<file path="src/rtl/spgd_pkg.sv">
// Shared types and constants for the SPGD two-sided measurement sequencer.
package spgd_pkg;

  localparam int SPGD_MAX_LOG2 = 15;

  typedef enum logic [2:0] {
    IDLE     = 3'd0,
    SETTLE_P = 3'd1,
    ACC_P    = 3'd2,
    SETTLE_M = 3'd3,
    ACC_M    = 3'd4,
    DONE_S   = 3'd5
  } state_t;

  // Registered control outputs, always loaded together with the state they describe.
  typedef struct packed {
    logic busy;
    logic perturb_en;
    logic perturb_sign;
    logic done;
  } ctl_t;

  // One extra bit over the worst-case sum keeps the full window sign-safe.
  function automatic int acc_width(input int adc_w, input int max_l);
    return adc_w + max_l + 1;
  endfunction

  function automatic logic [3:0] clamp_log2(input logic [3:0] l, input int max_l);
    if (int'(l) > max_l) begin
      return 4'(max_l);
    end
    return l;
  endfunction

  function automatic ctl_t ctl_of(input state_t s);
    ctl_t c;
    c = '0;
    case (s)
      SETTLE_P, ACC_P: begin
        c.busy       = 1'b1;
        c.perturb_en = 1'b1;
      end
      SETTLE_M, ACC_M: begin
        c.busy         = 1'b1;
        c.perturb_en   = 1'b1;
        c.perturb_sign = 1'b1;
      end
      DONE_S: begin
        c.busy = 1'b1;
        c.done = 1'b1;
      end
      default: c = '0;
    endcase
    return c;
  endfunction

endpackage

</file>
<file path="src/rtl/spgd_meas_sequencer_if.sv">
// Control/sample/result bundle between the SPGD controller and the measurement sequencer.
interface spgd_meas_sequencer_if #(
  parameter int ADC_WIDTH = 12,
  parameter int CNT_WIDTH = 32
);
  logic                        start;
  logic                        abort;
  logic [CNT_WIDTH-1:0]        settle_cycles;
  logic [3:0]                  avg_log2;
  logic signed [ADC_WIDTH-1:0] adc_data;
  logic                        perturb_en;
  logic                        perturb_sign;
  logic                        busy;
  logic                        done;
  logic signed [ADC_WIDTH-1:0] j_plus;
  logic signed [ADC_WIDTH-1:0] j_minus;
  logic signed [ADC_WIDTH:0]   dj;

  modport master (
    output start, abort, settle_cycles, avg_log2, adc_data,
    input  perturb_en, perturb_sign, busy, done, j_plus, j_minus, dj
  );

  modport slave (
    input  start, abort, settle_cycles, avg_log2, adc_data,
    output perturb_en, perturb_sign, busy, done, j_plus, j_minus, dj
  );
endinterface

</file>
<file path="src/rtl/spgd_window_avg.sv">
// Windowed accumulator: sums sign-extended samples while enabled, clear wins over enable.
// avg is floor((acc + sample) / 2^log2), i.e. the average including the current sample.
module spgd_window_avg
  import spgd_pkg::*;
#(
  parameter int ADC_WIDTH = 12,
  parameter int MAX_LOG2  = SPGD_MAX_LOG2
) (
  input  logic                        clk,
  input  logic                        rst_n,
  input  logic                        clr,
  input  logic                        en,
  input  logic [3:0]                  log2,
  input  logic signed [ADC_WIDTH-1:0] sample,
  output logic signed [ADC_WIDTH-1:0] avg
);
  localparam int ACC_W = acc_width(ADC_WIDTH, MAX_LOG2);

  logic signed [ACC_W-1:0] acc;
  logic signed [ACC_W-1:0] sum;

  assign sum = acc + {{(ACC_W-ADC_WIDTH){sample[ADC_WIDTH-1]}}, sample};
  assign avg = ADC_WIDTH'(sum >>> log2);

  always_ff @(posedge clk or negedge rst_n) begin
    if (!rst_n) begin
      acc <= '0;
    end else if (clr) begin
      acc <= '0;
    end else if (en) begin
      acc <= sum;
    end
  end
endmodule

</file>
<file path="src/rtl/spgd_meas_sequencer.sv">
// Two-sided SPGD measurement: settle/accumulate at +delta, then -delta, then publish J+, J- and dJ.
module spgd_meas_sequencer
  import spgd_pkg::*;
#(
  parameter int ADC_WIDTH = 12,
  parameter int CNT_WIDTH = 32,
  parameter int MAX_LOG2  = SPGD_MAX_LOG2
) (
  input  logic                  clk,
  input  logic                  rst_n,
  spgd_meas_sequencer_if.slave  bus
);
  state_t                      state;
  ctl_t                        ctl;
  logic [CNT_WIDTH-1:0]        s_reg;
  logic [CNT_WIDTH-1:0]        cnt;
  logic [3:0]                  l_reg;
  logic signed [ADC_WIDTH-1:0] avg;
  logic signed [ADC_WIDTH-1:0] plus_hold;
  logic signed [ADC_WIDTH-1:0] j_plus_q;
  logic signed [ADC_WIDTH-1:0] j_minus_q;
  logic signed [ADC_WIDTH:0]   dj_q;
  logic                        in_acc;
  logic                        settle_last;
  logic                        acc_last;
  logic                        acc_clr;

  assign in_acc      = (state == ACC_P) || (state == ACC_M);
  assign settle_last = (cnt == s_reg - CNT_WIDTH'(1));
  assign acc_last    = (cnt == (CNT_WIDTH'(1) << l_reg) - CNT_WIDTH'(1));
  // Holding the accumulator cleared outside ACC gives a zero start on every entry,
  // including the direct ACC_P -> ACC_M hop when there is no settle time.
  assign acc_clr     = !in_acc || acc_last;

  spgd_window_avg #(
    .ADC_WIDTH (ADC_WIDTH),
    .MAX_LOG2  (MAX_LOG2)
  ) u_avg (
    .clk    (clk),
    .rst_n  (rst_n),
    .clr    (acc_clr),
    .en     (in_acc),
    .log2   (l_reg),
    .sample (bus.adc_data),
    .avg    (avg)
  );

  always_ff @(posedge clk or negedge rst_n) begin
    if (!rst_n) begin
      state     <= IDLE;
      ctl       <= '0;
      s_reg     <= '0;
      l_reg     <= '0;
      cnt       <= '0;
      plus_hold <= '0;
      j_plus_q  <= '0;
      j_minus_q <= '0;
      dj_q      <= '0;
    end else if (bus.abort && state != IDLE) begin
      state <= IDLE;
      ctl   <= ctl_of(IDLE);
      cnt   <= '0;
    end else begin
      case (state)
        IDLE: begin
          if (bus.start && !bus.abort) begin
            s_reg <= bus.settle_cycles;
            l_reg <= clamp_log2(bus.avg_log2, MAX_LOG2);
            cnt   <= '0;
            if (bus.settle_cycles == '0) begin
              state <= ACC_P;
              ctl   <= ctl_of(ACC_P);
            end else begin
              state <= SETTLE_P;
              ctl   <= ctl_of(SETTLE_P);
            end
          end
        end
        SETTLE_P: begin
          if (settle_last) begin
            state <= ACC_P;
            ctl   <= ctl_of(ACC_P);
            cnt   <= '0;
          end else begin
            cnt <= cnt + CNT_WIDTH'(1);
          end
        end
        ACC_P: begin
          if (acc_last) begin
            plus_hold <= avg;
            cnt       <= '0;
            if (s_reg == '0) begin
              state <= ACC_M;
              ctl   <= ctl_of(ACC_M);
            end else begin
              state <= SETTLE_M;
              ctl   <= ctl_of(SETTLE_M);
            end
          end else begin
            cnt <= cnt + CNT_WIDTH'(1);
          end
        end
        SETTLE_M: begin
          if (settle_last) begin
            state <= ACC_M;
            ctl   <= ctl_of(ACC_M);
            cnt   <= '0;
          end else begin
            cnt <= cnt + CNT_WIDTH'(1);
          end
        end
        ACC_M: begin
          if (acc_last) begin
            j_plus_q  <= plus_hold;
            j_minus_q <= avg;
            dj_q      <= {plus_hold[ADC_WIDTH-1], plus_hold} - {avg[ADC_WIDTH-1], avg};
            state     <= DONE_S;
            ctl       <= ctl_of(DONE_S);
            cnt       <= '0;
          end else begin
            cnt <= cnt + CNT_WIDTH'(1);
          end
        end
        DONE_S: begin
          state <= IDLE;
          ctl   <= ctl_of(IDLE);
        end
        default: begin
          state <= IDLE;
          ctl   <= ctl_of(IDLE);
        end
      endcase
    end
  end

  assign bus.busy         = ctl.busy;
  assign bus.perturb_en   = ctl.perturb_en;
  assign bus.perturb_sign = ctl.perturb_sign;
  assign bus.done         = ctl.done;
  assign bus.j_plus       = j_plus_q;
  assign bus.j_minus      = j_minus_q;
  assign bus.dj           = dj_q;
endmodule

</file>
<file path="src/flat_wrapper.sv">
// flat-port wrapper written by rule: the top's interface ports become plain ports
module spgd_meas_sequencer_flat import spgd_pkg::*;
#(
  parameter int ADC_WIDTH = 12,
  parameter int CNT_WIDTH = 32,
  parameter int MAX_LOG2  = SPGD_MAX_LOG2
)
  (clk, rst_n, bus_start, bus_abort, bus_settle_cycles, bus_avg_log2, bus_adc_data, bus_perturb_en, bus_perturb_sign, bus_busy, bus_done, bus_j_plus, bus_j_minus, bus_dj);
  spgd_meas_sequencer_if #(.ADC_WIDTH(ADC_WIDTH), .CNT_WIDTH(CNT_WIDTH)) bus_i ();
  input  logic clk;
  input  logic rst_n;
  input wire logic [$bits(bus_i.start)-1:0] bus_start;
  input wire logic [$bits(bus_i.abort)-1:0] bus_abort;
  input wire logic [$bits(bus_i.settle_cycles)-1:0] bus_settle_cycles;
  input wire logic [$bits(bus_i.avg_log2)-1:0] bus_avg_log2;
  input wire logic [$bits(bus_i.adc_data)-1:0] bus_adc_data;
  output wire logic [$bits(bus_i.perturb_en)-1:0] bus_perturb_en;
  output wire logic [$bits(bus_i.perturb_sign)-1:0] bus_perturb_sign;
  output wire logic [$bits(bus_i.busy)-1:0] bus_busy;
  output wire logic [$bits(bus_i.done)-1:0] bus_done;
  output wire logic [$bits(bus_i.j_plus)-1:0] bus_j_plus;
  output wire logic [$bits(bus_i.j_minus)-1:0] bus_j_minus;
  output wire logic [$bits(bus_i.dj)-1:0] bus_dj;
  assign bus_i.start = bus_start;
  assign bus_i.abort = bus_abort;
  assign bus_i.settle_cycles = bus_settle_cycles;
  assign bus_i.avg_log2 = bus_avg_log2;
  assign bus_i.adc_data = bus_adc_data;
  assign bus_perturb_en = bus_i.perturb_en;
  assign bus_perturb_sign = bus_i.perturb_sign;
  assign bus_busy = bus_i.busy;
  assign bus_done = bus_i.done;
  assign bus_j_plus = bus_i.j_plus;
  assign bus_j_minus = bus_i.j_minus;
  assign bus_dj = bus_i.dj;
  spgd_meas_sequencer #(.ADC_WIDTH(ADC_WIDTH), .CNT_WIDTH(CNT_WIDTH), .MAX_LOG2(MAX_LOG2)) u_core (.clk(clk), .rst_n(rst_n), .bus(bus_i));
endmodule
</file>
<file path="config.mk">
export PLATFORM = sky130hd
export DESIGN_NAME = spgd_meas_sequencer_flat
export DESIGN_NICKNAME = d
export VERILOG_FILES = /design/src/rtl/spgd_pkg.sv /design/src/rtl/spgd_meas_sequencer_if.sv /design/src/rtl/spgd_window_avg.sv /design/src/rtl/spgd_meas_sequencer.sv /design/src/flat_wrapper.sv
export SDC_FILE = /design/constraint.sdc
export NUM_CORES = 1
export LEC_CHECK = 0
export ABC_AREA = 1
export CAP_MARGIN = 20
export CORE_UTILIZATION = 54
export CTS_CLUSTER_SIZE = 30
export DETAILED_ROUTE_END_ITERATION = 7
export HOLD_SLACK_MARGIN = 0.12
export PLACE_DENSITY = 0.78
export SLEW_MARGIN = 10
export SYNTH_ARGS = -nofsm -noshare
export SYNTH_HDL_FRONTEND = slang
export SYNTH_SLANG_ARGS = --single-unit
</file>
<file path="constraint.sdc">
create_clock -name clk -period 3.7 [get_ports clk]
set_input_delay 0.37 -clock clk [delete_from_list [all_inputs] [get_ports clk]]
set_output_delay 0.37 -clock clk [all_outputs]
set_load 0.005 [all_outputs]
</file>
# Word-level counts from Yosys, hierarchy flattened
# Index checks and enable logic that the tools add are counted.
[op_classes]
n_addsub = 5
eq_ne = 11
shift = 2
mux = 23
bitwise = 1
n_reduce_logical = 19
[op_table]
columns = ["cell", "count"]
rows = [
  ["2-to-1 mux 32 bit", 4],
  ["one-hot mux 32 bit (3 select lines)", 1],
  ["== test 32 bit", 2],
  ["logical NOT 32 bit", 2],
  ["subtractor 32 x 1 -> 32 bit (second input constant)", 2],
  ["2-to-1 mux 28 bit", 2],
  ["adder 32 x 1 -> 32 bit (second input constant)", 1],
  ["left shift 1 x 4 -> 32 bit (first input constant)", 1],
  ["adder 28 bit", 1],
  [">>> shifter 28 x 4 -> 12 bit", 1],
  ["2-to-1 mux 4 bit", 6],
  ["2-to-1 mux 3 bit", 7],
  ["one-hot mux 4 bit (5 select lines)", 1],
  ["one-hot mux 3 bit (5 select lines)", 1],
  ["subtractor 12 x 12 -> 13 bit", 1],
  ["inequality test 3 x 1 -> 1 bit (second input constant)", 3],
  ["AND reduction 3 bit", 3],
  ["== test 3 x 2 -> 1 bit (second input constant)", 2],
  ["inequality test 3 x 2 -> 1 bit (second input constant)", 2],
  ["AND reduction 5 bit", 1],
  ["nonzero test 4 bit", 1],
  ["OR reduction 2 bit", 2],
  ["== test 3 x 1 -> 1 bit (second input constant)", 1],
  ["== test 3 bit (second input constant)", 1],
  ["9 further kinds", 12],
]
[word_totals]
ff_bits = 152
input_bits = 52
output_inout_bits = 41
wordCells = 74

# Logic depth before layout (Yosys ltp)
# Gate-level depths: netlist (run 1).
[depth]
depth_word = 6
depth_mapped = 33
depth_no_buf = 33

# Modules after synthesis
# From an unflattened synthesis (run 1), not the netlist that was laid out.
[hier_totals]
cells_unflattened = 1897
hier_area_um2 = 12348.1
[by_module_without_submodules]
columns = ["mod", "instances", "cells_each", "area_each_um2", "seq_area_each_um2"]
rows = [
  ["spgd_meas_sequencer", 1, 1161, 8363.0, 3103.0],
  ["spgd_window_avg", 1, 736, 3985.1, 675.6],
]

# Worst setup path before layout (run 1)
# OpenSTA, ideal clock, no wires.
[synth_timing]
path_type = "input to register"
from = "input port bus_adc_data[0]"
to = "register u_core.dj_q[12] (netlist: u_core.bus.dj[12])"
setup_ns = 0.117
arrival_ns = 3.719
required_ns = 3.583
path_slack_ns = -0.135
stages = 27
path_buffers = 0
cell_sequence = "ha_1 -> fa_1 -> nand3_1 -> nand3_1 -> nand2_1 -> nand2_1 -> nand2_1 -> nand2_1 -> nand2_1 -> nand2_1 -> nand3_1 -> nand2_1 -> xnor2_1 -> inv_1 -> nand2_1 -> o21ai_1 -> or2_2 -> a31oi_1 -> ha_1 -> a21oi_1 -> nor3_1 -> a211oi_1 -> nand3_1 -> nand2_1 -> nand2_1 -> nand2_1 -> nand2_1"
[synth_between]
elab_chain_cells = 3
[synth_lines]
columns = ["item", "line", "text"]
rows = [
  ["start, declared", "flat_wrapper.sv:16", "input wire logic [$bits(bus_i.adc_data)-1:0] bus_adc_data;"],
  ["adder 28 bit", "spgd_window_avg.sv:22", "assign sum = acc + {{(ACC_W-ADC_WIDTH){sample[ADC_WIDTH-1]}}, sample};"],
  [">>> shifter 28 x 4 -> 12 bit", "spgd_window_avg.sv:23", "assign avg = ADC_WIDTH'(sum >>> log2);"],
  ["subtractor 12 x 12 -> 13 bit", "spgd_meas_sequencer.sv:116", "dj_q <= {plus_hold[ADC_WIDTH-1], plus_hold} - {avg[ADC_WIDTH-1], avg};"],
  ["end signal, assigned", "spgd_meas_sequencer.sv:116", ""],
  ["end, declared", "spgd_meas_sequencer.sv:22", "logic signed [ADC_WIDTH:0] dj_q;"],
]
# No other way between the ends.
# A chain may end at the register's enable or synchronous reset.

# Worst setup path after layout (run 1)
[layout_timing]
from = "register u_core.u_avg.acc[0]"
to = "register u_core.dj_q[12] (netlist: u_core.bus.dj[12])"
[layout_between]
elab_chain_cells = 3
[layout_lines]
columns = ["item", "line", "text"]
rows = [
  ["start, declared", "spgd_window_avg.sv:19", "logic signed [ACC_W-1:0] acc;"],
  ["start signal, assigned", "spgd_window_avg.sv:31", "acc <= sum;"],
  ["adder 28 bit", "spgd_window_avg.sv:22", ""],
  [">>> shifter 28 x 4 -> 12 bit", "spgd_window_avg.sv:23", ""],
  ["subtractor 12 x 12 -> 13 bit", "spgd_meas_sequencer.sv:116", ""],
]
# No other way between the ends.

==> results of run 1 <==
==> timing repair <==
item / 4_1_cts / 5_1_grt
endpoints found under the hold margin: 49 / 0
hold buffers: 1 / 0
pin swaps: 33 / 41
setup endpoints to repair: 10 / 18
resized for setup: 80 / 80
setup buffers: 14 / 15
==> Yosys cell counts, types with 3 or more instances <==
library cell,instances,share of area
clkbuf_1,28,0.0092
nor3_1,25,0.011
nor2_2,10,0.0055
nor2_1,131,0.043
o211ai_1,4,0.0026
dfrtp_1,151,0.33
nand3b_1,4,0.0026
nor4_1,13,0.0071
a21oi_1,46,0.020
nand2_2,10,0.0055
nand4_1,38,0.021
buf_1,4,0.0013
nand3_1,155,0.068
nor2_4,6,0.0059
buf_2,12,0.0052
o21ai_1,18,0.0079
xnor2_1,17,0.013
o21ai_0,76,0.033
inv_1,179,0.059
or2_2,11,0.0060
nor4_2,3,0.0033
ha_1,40,0.044
or2_1,3,0.0016
o21ai_2,27,0.021
mux2_2,9,0.0088
buf_6,4,0.0039
inv_2,9,0.0029
a22o_1,3,0.0023
nand2_1,465,0.15
nor3_2,5,0.0044
xor2_1,81,0.062
a31oi_1,7,0.0038
==> critical path: cells and delay by family, from the launching register on <==
| kind | cells | cell delay [ns] |
|---|---|---|
| flops | 1 | 0.37 |
| compound gates | 2 | 0.29 |
| fa+ha+maj | 3 | 0.81 |
| simple gates | 16 | 1.63 |
| buf+inv | 6 | 0.67 |
==> cell usage in the layout, fill, tap and decap left out, types with 4 or more instances in the layout <==
cell type	netlist	layout
nand3_1	155	135
nor4_1	13	13
dfrtp_1	151	151
nand4_1	38	38
mux2_2	9	9
nor3_2	5	9
inv_2	9	15
o21ai_2	27	31
or2_2	11	9
o211ai_1	4	4
a31oi_2	0	4
clkdlybuf4s50_1	0	88
nand2_2	10	47
ha_1	40	19
o21ai_0	76	66
nor2_1	131	123
nand3b_1	4	4
nand2_1	465	425
nor3_1	25	19
nor2_2	10	17
nand3_2	2	20
clkinv_4	0	4
nor2_4	6	7
clkbuf_16	0	17
xnor2_1	17	14
nand2_4	2	5
buf_4	1	179
ha_4	0	19
o21ai_1	18	24
inv_1	179	171
a21oi_2	0	8
xor2_1	81	79
a21oi_1	46	37
==> through the flow <==
stage	total power [W]	TNS, ns
floorplan	0.00687	-0.00866
global placement	0.00960	-6.82
detailed placement	0.00973	-7.17
CTS	0.0123	-0.00349
global route	0.0140	-2.59
finish	0.0130	-0.631
==> path summary, 6_finish.rpt <==
kind / depth (start not counted) / slack (ns) / end / from
min reg2reg: 2 / 0.47 / u_core.bus.j_plus[2]$_DFFE_PN0P_ / u_core.bus.j_plus[2]$_DFFE_PN0P_
max reg2reg: 27 / -0.13 / u_core.bus.dj[12]$_DFFE_PN0P_ / u_core.u_avg.acc[0]$_DFFE_PN0P_
max: 27 / -0.13 / u_core.bus.dj[12]$_DFFE_PN0P_ / u_core.u_avg.acc[0]$_DFFE_PN0P_
max in group asynchronous: 3 / 2.13 / u_core.cnt[0]$_DFFE_PN0P_ / rst_n
min in group asynchronous: 2 / 0.63 / u_core.u_avg.acc[10]$_DFFE_PN0P_ / rst_n
min: 2 / 0.47 / u_core.bus.j_plus[2]$_DFFE_PN0P_ / u_core.bus.j_plus[2]$_DFFE_PN0P_
==> power by group <==
group | total, W | internal [W] | switching [W]
Clock | 0.00184 | 0.00109 | 0.000754
Combinational | 0.00879 | 0.00391 | 0.00488
Sequential | 0.00238 | 0.00199 | 0.000384
Total | 0.0130 | 0.00699 | 0.00602
==> logic make-up (layout without fill, tap and decap cells) <==
kind of cell,after synthesis,in the layout,synth area share
flops,151,151,0.329
buf+inv,241,494,0.0860
fa+ha+maj,42,42,0.0471
simple gates,895,895,0.352
xor+xnor,98,98,0.0748
compound gates,197,197,0.102
mux,9,9,0.00884
==> layout make-up <==
| class | count | area, um^2 | area share |
|---|---|---|---|
| sequential | 151 | 3780 | 0.249 |
| inverter | 190 | 718 | 0.0473 |
| clock inverter | 12 | 169 | 0.0111 |
| multi-input combinational | 1241 | 7440 | 0.490 |
| timing repair buffer | 273 | 2290 | 0.151 |
| clock buffer | 19 | 443 | 0.0292 |
| tap | 270 | 338 | 0.0223 |
==> layer usage <==
metal  routed length, um  up-vias  part of all wire  GRT usage
li1                    -     5820                 -          -
met1               14200     5607              0.41      0.378
met2               17300      413              0.50      0.575
met3                1670       91             0.049     0.0448
met4                1220        0             0.036      0.142
met5                   0        -                 0          0
==> reports/metrics.cfg, run 1 <==
[run_status]
status=finished, violations left
failed_checks=negative setup slack

[global_route]
grt_max_degree=102
grt_pass1_wl_mm=55.8
antenna_found_initial=0
grt.overflow.total=0
grt_usage=0.320
grt_pass1_vias=11800

[clock_network]
cts_buffers=17
clock_path_buffers=2
clock_latency_ns=0.43
cts.sinks=151
cts.clk_slew.worst_paths_ns=0.07
htree_levels=4
cts-root-buf=clkbuf_16
cts_tree=done

[timing]
rsz0062_at_grt=true
hold_viol_final=0
finalWorstSetupSlack_ns=-0.133
tightest_slew_ns=0.953
finalMaxSlewViolations=0
setup_viol=9
finalCritPeriodShare=1.04
whs_ns=0.469
final.min_clock_period_ns=3.83
fmax_mhz=261
skew_ns=0.0133
relSlewSlack=0.365

[synthesis]
async_flop_share=1.00
syn_inst=1633
synthesis.nets=1727
ys_ff_latch=151
synth_edf_count=0
syn-cell-area_mm2=0.0115
synth-seq-area-share=0.329
postSynthAreaPerCell_um2=7.02
yosysUniqueCellTypes=59
synth_ff_type=dfrtp_1
ys_warn_count=0

[floorplanning]
core_mm2=0.0206
chipHeight_um=148
start_util=0.558
num_rows=52
die-area_mm2=0.0218
die_w_um=148
io_pins=93

[job]
maxCapViolCount=0

[worst_setup_path]
crit_fanout=4
startpoint_type=flop
slowest_delay_ns=0.37
endpoint_kind=flop
crit_required_ns=4.07
crit_type=reg -> reg
crit_arrival_ns=4.21
critPathSlowestCell=dfrtp_1
timing.critical_path.mode_cell=nand2_1

[route]
drtPass1Iterations=7
route.detailed.drc=0
via_count=11900
drtIter0Drc=713
via_per_inst=5.53
wl_per_cell_um=15.9
drt_wl_total_mm=34.3
detail-route-antenna-nets=0

[place]
portBuffers=92
placed_cells=2096
hpwl_mm=25.1
dpl_cell_area_mm2=0.0136
dp_worst_setup_slack_ns=-0.846
gp_congestion=0.941

[power_and_ir_drop]
peakVddDrop_v=0.000461
leakage_nw=7.35
powerDensity_mw_per_mm2=858

[final_layout]
drive_gt1_frac=0.237
finish.utilization=0.738
num-fill-cells=1638
n_antenna_cell=0
fin_cells=2156
final_nets=1968
fin_area_mm2=0.0152
areaGrowthSynthToFinish_pct=32.3

[hold_path]
hp-class=reg -> reg

No activity file was read; power rests on OpenSTA's default activity.
==> run 2, diff against run 1 <==
--- a/config.mk
+++ b/config.mk
@@ -7,6 +7,7 @@
 export LEC_CHECK = 0
 export ABC_AREA = 1
 export CAP_MARGIN = 20
+export CORE_ASPECT_RATIO = 1.1
 export CORE_UTILIZATION = 54
 export CTS_CLUSTER_SIZE = 30
 export DETAILED_ROUTE_END_ITERATION = 7
==> run 2 against run 1 <==
  * The run still ends with negative setup slack left
  * Critical endpoint is now u_core.bus.dj[11]$_DFFE_PN0P_
  * Via count grew 3.1%
  * Clock-buffer cell count shrank 2
  * Total power grew 6.6%
  * Critical path type unchanged
  * Non-clock buffer count grew 20
  * Clock power is essentially flat
  * Largest cell class unchanged
  * Combinational power grew 9.6%
  * Flip-flop and latch count is the same
  * Setup slack gained 0.036 ns
  * Core utilization grew 1.5 points
==> reports/metrics.cfg, run 2 (synthesis gave the netlist of run 1 again) <==
[job]
maxCapViolCount=0

[worst_setup_path]
cp_num_buf_inv=1
startpoint_type=flop
endpoint_kind=flop
crit_type=reg -> reg
critPathSlowestCell=dfrtp_1
path_depth=26
cp_top_family=simple AND/OR/NAND/NOR gates
r2r-start=u_core.u_avg.acc[0]$_DFFE_PN0P_
regToRegSetupSlack_ns=-0.1
reg2reg_to=u_core.bus.dj[11]$_DFFE_PN0P_
timing.critical_path.mode_cell=nand2_4
crit_arrival_ns=4.19
crit_fanout=3
slowest_delay_ns=0.40
reg2reg_depth=26
crit_required_ns=4.09

[route]
via_count=12300
wl_per_cell_um=16.4
detail-route-antenna-nets=0
route.detailed.drc=0
met2WireLength_mm=18.4
wl_met1_mm=14.1
drt_wl_total_mm=36.0
met3_length_mm=1.63
drtIter0Drc=880
via_per_inst=5.62
drtPass1Iterations=6
top_layer_used=met4

[floorplanning]
die-area_mm2=0.0218
chipHeight_um=155
num_rows=55
start_util=0.554
core_mm2=0.0207
die_w_um=141
io_pins=93

[final_layout]
drive_gt1_frac=0.264
multi_input_area_mm2=0.00767
final_nets=1988
seq_area_mm2=0.00378
n_antenna_cell=0
areaGrowthSynthToFinish_pct=36.0
layout_common_cells=nand2_1, buf_4, inv_1
final_common_cell=nand2_1
num-fill-cells=1544

[place]
gp_congestion=0.993
hpwl_mm=24.9
portBuffers=92

[clock_network]
clock_path_buffers=2
cts.clk_slew.worst_paths_ns=0.07
cts-root-buf=clkbuf_16
clock_latency_ns=0.46
cts_tree=done
htree_levels=4
cts.sinks=151
cts_buffers=17

[hold_path]
whs_path_depth=4
hold_path_end=u_core.u_avg.acc[0]$_DFFE_PN0P_
hp-class=in -> reg
worstHoldStart=bus_adc_data[0]

[global_route]
grt_usage=0.331
grt_max_degree=67
grt.overflow.total=0
grt_pass1_vias=12100
grt_pass1_wl_mm=57.6
antenna_found_initial=0

[run_status]
status=finished, violations left
failed_checks=negative setup slack

[power_and_ir_drop]
power.total_w=0.0139
leakage_nw=7.54
powerDensity_mw_per_mm2=889
peakVddDrop_v=0.000552

[timing]
finalWorstSetupSlack_ns=-0.0971
relSlewSlack=0.422
tightest_slew_ns=0.859
final.min_clock_period_ns=3.80
rsz0062_at_grt=true
skew_ns=0.0134
hold_viol_final=0
setup_viol=6
finalMaxSlewViolations=0
tns_ns=-0.422
finalCritPeriodShare=1.03
fmax_mhz=263

[run 2: cell type report]
cell class / count / share of cell area
Sequential cell: 151 / 0.242
Clock buffer: 17 / 0.0273
Clock inverter: 13 / 0.0110
Multi-Input combinational cell: 1241 / 0.491
Inverter: 190 / 0.0462
Timing Repair Buffer: 293 / 0.159
Tap cell: 285 / 0.0229
[run 2: worst register-to-register path, stage by stage (launching register included)]
cell	delay (ns)
dfrtp_1	0.40
ha_4	0.17
fa_2	0.36
nand3_2	0.11
nand3_4	0.09
nand2_4	0.09
nand2_4	0.06
nand2_4	0.08
nand2_4	0.06
nand2_2	0.07
nand2_2	0.06
nand3_2	0.09
nand2_4	0.07
xnor2_2	0.20
inv_1	0.08
nand2_1	0.08
o21ai_2	0.07
or2_4	0.24
a31oi_4	0.25
ha_4	0.25
a21o_1	0.21
a21o_1	0.21
a21oi_2	0.17
nand3_1	0.09
nand2_1	0.08
nand3_1	0.07
nand2_1	0.07
[run 2: worst max-delay path by stage]
stage	from	to	slack, ns
2_1_floorplan	bus_adc_data[0]	u_core.bus.dj[12]$_DFFE_PN0P_	-0.009
3_3_place_gp	bus_adc_data[11]	u_core.bus.dj[8]$_DFFE_PN0P_	-0.81
3_5_place_dp	bus_adc_data[11]	u_core.bus.dj[8]$_DFFE_PN0P_	-0.89
4_1_cts	u_core.u_avg.acc[0]$_DFFE_PN0P_	u_core.bus.dj[8]$_DFFE_PN0P_	-0.009
5_1_grt	bus_adc_data[5]	u_core.bus.dj[12]$_DFFE_PN0P_	-0.36
6_report	u_core.u_avg.acc[0]$_DFFE_PN0P_	u_core.bus.dj[11]$_DFFE_PN0P_	-0.1
[run 2: repair_timing]
item / CTS / global route
hold buffers: 1 / 0
pin swaps: 50 / 68
gates resized for setup: 91 / 135
hold endpoints to repair: 63 / 0
gates cloned: 0 / 0
buffers inserted: 21 / 19
setup endpoints to repair: 11 / 30
[run 2: per-layer routing]
layer | up-vias | GRT usage
met2 | 452 | 0.589
met3 | 142 | 0.0545
met1 | 5869 | 0.374
li1 | 5838 | -
met5 | - | 0
met4 | 0 | 0.198
[run 2: where the power goes]
| group | leakage (nW) | internal, W | switching, W |
|---|---|---|---|
| clock | 0.292 | 0.00107 | 0.000794 |
| combinational | 5.23 | 0.00430 | 0.00533 |
| sequential | 2.02 | 0.00199 | 0.000389 |
[run 2: per-stage QoR]
step	cells	setup WS, ns	hold WS, ns	instance area, um^2	utilization
after detailed placement	2120	-0.886	0.397	13700	0.663
final	2190	-0.0971	0.389	15600	0.753
after global routing	2190	-0.361	0.417	15600	0.753
after CTS	2172	-0.00928	0.478	14900	0.721
after floorplan	1633	-0.00866	0.0744	11500	-
after global placement	2120	-0.812	0.395	13700	0.663
==> run 3, diff against run 2 <==
--- a/config.mk
+++ b/config.mk
@@ -8,11 +8,11 @@
 export ABC_AREA = 1
 export CAP_MARGIN = 20
 export CORE_ASPECT_RATIO = 1.1
-export CORE_UTILIZATION = 54
+export CORE_UTILIZATION = 35
 export CTS_CLUSTER_SIZE = 30
 export DETAILED_ROUTE_END_ITERATION = 7
 export HOLD_SLACK_MARGIN = 0.12
-export PLACE_DENSITY = 0.78
+export SKIP_LAST_GASP = 1
 export SLEW_MARGIN = 10
 export SYNTH_ARGS = -nofsm -noshare
 export SYNTH_HDL_FRONTEND = slang
==> run 3 against run 2 <==
  * The flow still finishes with violations (negative setup slack)
  * Core utilization shrank 27 points
  * Routed wire length shrank 4.0%
  * First-iteration DRC count shrank 25%
  * Largest cell class unchanged
==> reports/metrics.cfg, run 3 (synthesis gave the netlist of run 1 again) <==
[worst_setup_path]
critPathSlowestCell=dfrtp_1
crit_type=reg -> reg
slowest_delay_ns=0.40
timing.critical_path.mode_cell=nand2_4
startpoint_type=flop
crit_arrival_ns=4.06
crit_required_ns=4.03
crit_fanout=4
endpoint_kind=flop
reg2reg_depth=33

[final_layout]
layout_common_cells=nand2_1, buf_4, inv_1
n_antenna_cell=0
drive_gt1_frac=0.249
areaGrowthSynthToFinish_pct=36.2
fin_cells=2326
seq_area_mm2=0.00378
multi_input_area_mm2=0.00758
num-fill-cells=3213
fin_area_mm2=0.0156
final_common_cell=nand2_1
final_nets=1981

[clock_network]
htree_levels=4
cts_buffers=17
cts.sinks=151
cts-root-buf=clkbuf_16
clock_path_buffers=2
clock_latency_ns=0.44
cts_tree=done
cts.clk_slew.worst_paths_ns=0.07

[job]
maxCapViolCount=0

[route]
drtPass1Iterations=5
via_per_inst=4.99
route.detailed.drc=0
drt_wl_total_mm=34.6
via_count=11600
detail-route-antenna-nets=0
drtIter0Drc=662
wl_per_cell_um=14.9

[place]
placed_cells=2271
gp_congestion=0.964
dpl_cell_area_mm2=0.0140
portBuffers=92
hpwl_mm=26.1

[power_and_ir_drop]
peakVddDrop_v=0.000411
leakage_nw=7.45
powerDensity_mw_per_mm2=849

[floorplanning]
chipHeight_um=192
die_w_um=175
io_pins=93
start_util=0.355
core_mm2=0.0323
die-area_mm2=0.0335
num_rows=69

[timing]
tns_ns=-0.0572
finalMaxSlewViolations=0
setup_viol=3
skew_ns=0.0195
tightest_slew_ns=0.812
fmax_mhz=268
relSlewSlack=0.454
hold_viol_final=0
finalWorstSetupSlack_ns=-0.0295
final.min_clock_period_ns=3.73
finalCritPeriodShare=1.01
rsz0062_at_grt=true

[run_status]
failed_checks=negative setup slack
status=finished, violations left

[global_route]
grt_pass1_vias=11400
grt_max_degree=64
grt_pass1_wl_mm=57.0
grt.overflow.total=0
antenna_found_initial=0
grt_usage=0.212

[hold_path]
whs_path_depth=4
hp-class=in -> reg

[run 3: repair_timing]
| action | CTS | global route |
|---|---|---|
| setup endpoints to repair | 10 | 12 |
| hold buffers | 1 | 0 |
| pin swaps | 37 | 39 |
| buffers inserted | 14 | 8 |
| hold endpoints to repair | 56 | 0 |
| gates resized for setup | 95 | 93 |
[run 3: layout make-up]
cell class / instances / area share
multi-input cells: 1241 / 0.485
flip-flops and latches: 151 / 0.242
repair buffers: 286 / 0.154
inverters: 190 / 0.0461
well taps: 426 / 0.0341
clock buffers: 18 / 0.0281
clock inverters: 14 / 0.0102
[run 3: power by group]
group | internal [W] | switching (W) | total (W)
logic | 0.00409 | 0.00499 | 0.00907
registers | 0.00199 | 0.000362 | 0.00235
clock network | 0.00103 | 0.000803 | 0.00183
[run 3: worst max-delay path: cells and delay by family (launching register included)]
kind,cells,cell delay (ns)
adder cells (fa/ha/maj),3,0.81
AND/OR/NAND/NOR,25,1.81
AO/OA/AOI/OAI,3,0.44
flip-flops,1,0.40
buffers and inverters,2,0.16
[run 3: routing by layer]
layer	routed length, um	vias to the layer above	global-route usage
li1	-	5832	-
met1	15200	5436	0.261
met2	17400	271	0.381
met3	1220	63	0.0251
met4	835	0	0.0692
met5	0	-	0
[run 3: path summary, 6_finish.rpt]
path,start,to,slack [ns]
max,u_core.u_avg.acc[0]$_DFFE_PN0P_,u_core.bus.dj[12]$_DFFE_PN0P_,-0.03
min,bus_adc_data[0],u_core.u_avg.acc[0]$_DFFE_PN0P_,0.37
max reg2reg,u_core.u_avg.acc[0]$_DFFE_PN0P_,u_core.bus.dj[12]$_DFFE_PN0P_,-0.03
min reg2reg,u_core.bus.j_plus[2]$_DFFE_PN0P_,u_core.bus.j_plus[2]$_DFFE_PN0P_,0.47
max in group asynchronous,rst_n,u_core.plus_hold[11]$_DFFE_PN0P_,2.30
min in group asynchronous,rst_n,u_core.u_avg.acc[11]$_DFFE_PN0P_,0.47
[run 3: stage by stage]
stage / hold WS [ns] / setup WS [ns] / utilization / power, W
floorplan: 0.0744 / -0.00866 / - / 0.00687
CTS: 0.474 / -0.0410 / 0.470 / 0.0127
detailed placement: 0.391 / -0.864 / 0.434 / 0.0100
global placement: 0.392 / -0.862 / 0.434 / 0.00997
global route: 0.414 / -0.366 / 0.484 / 0.0143
finish: 0.370 / -0.0295 / 0.484 / 0.0133
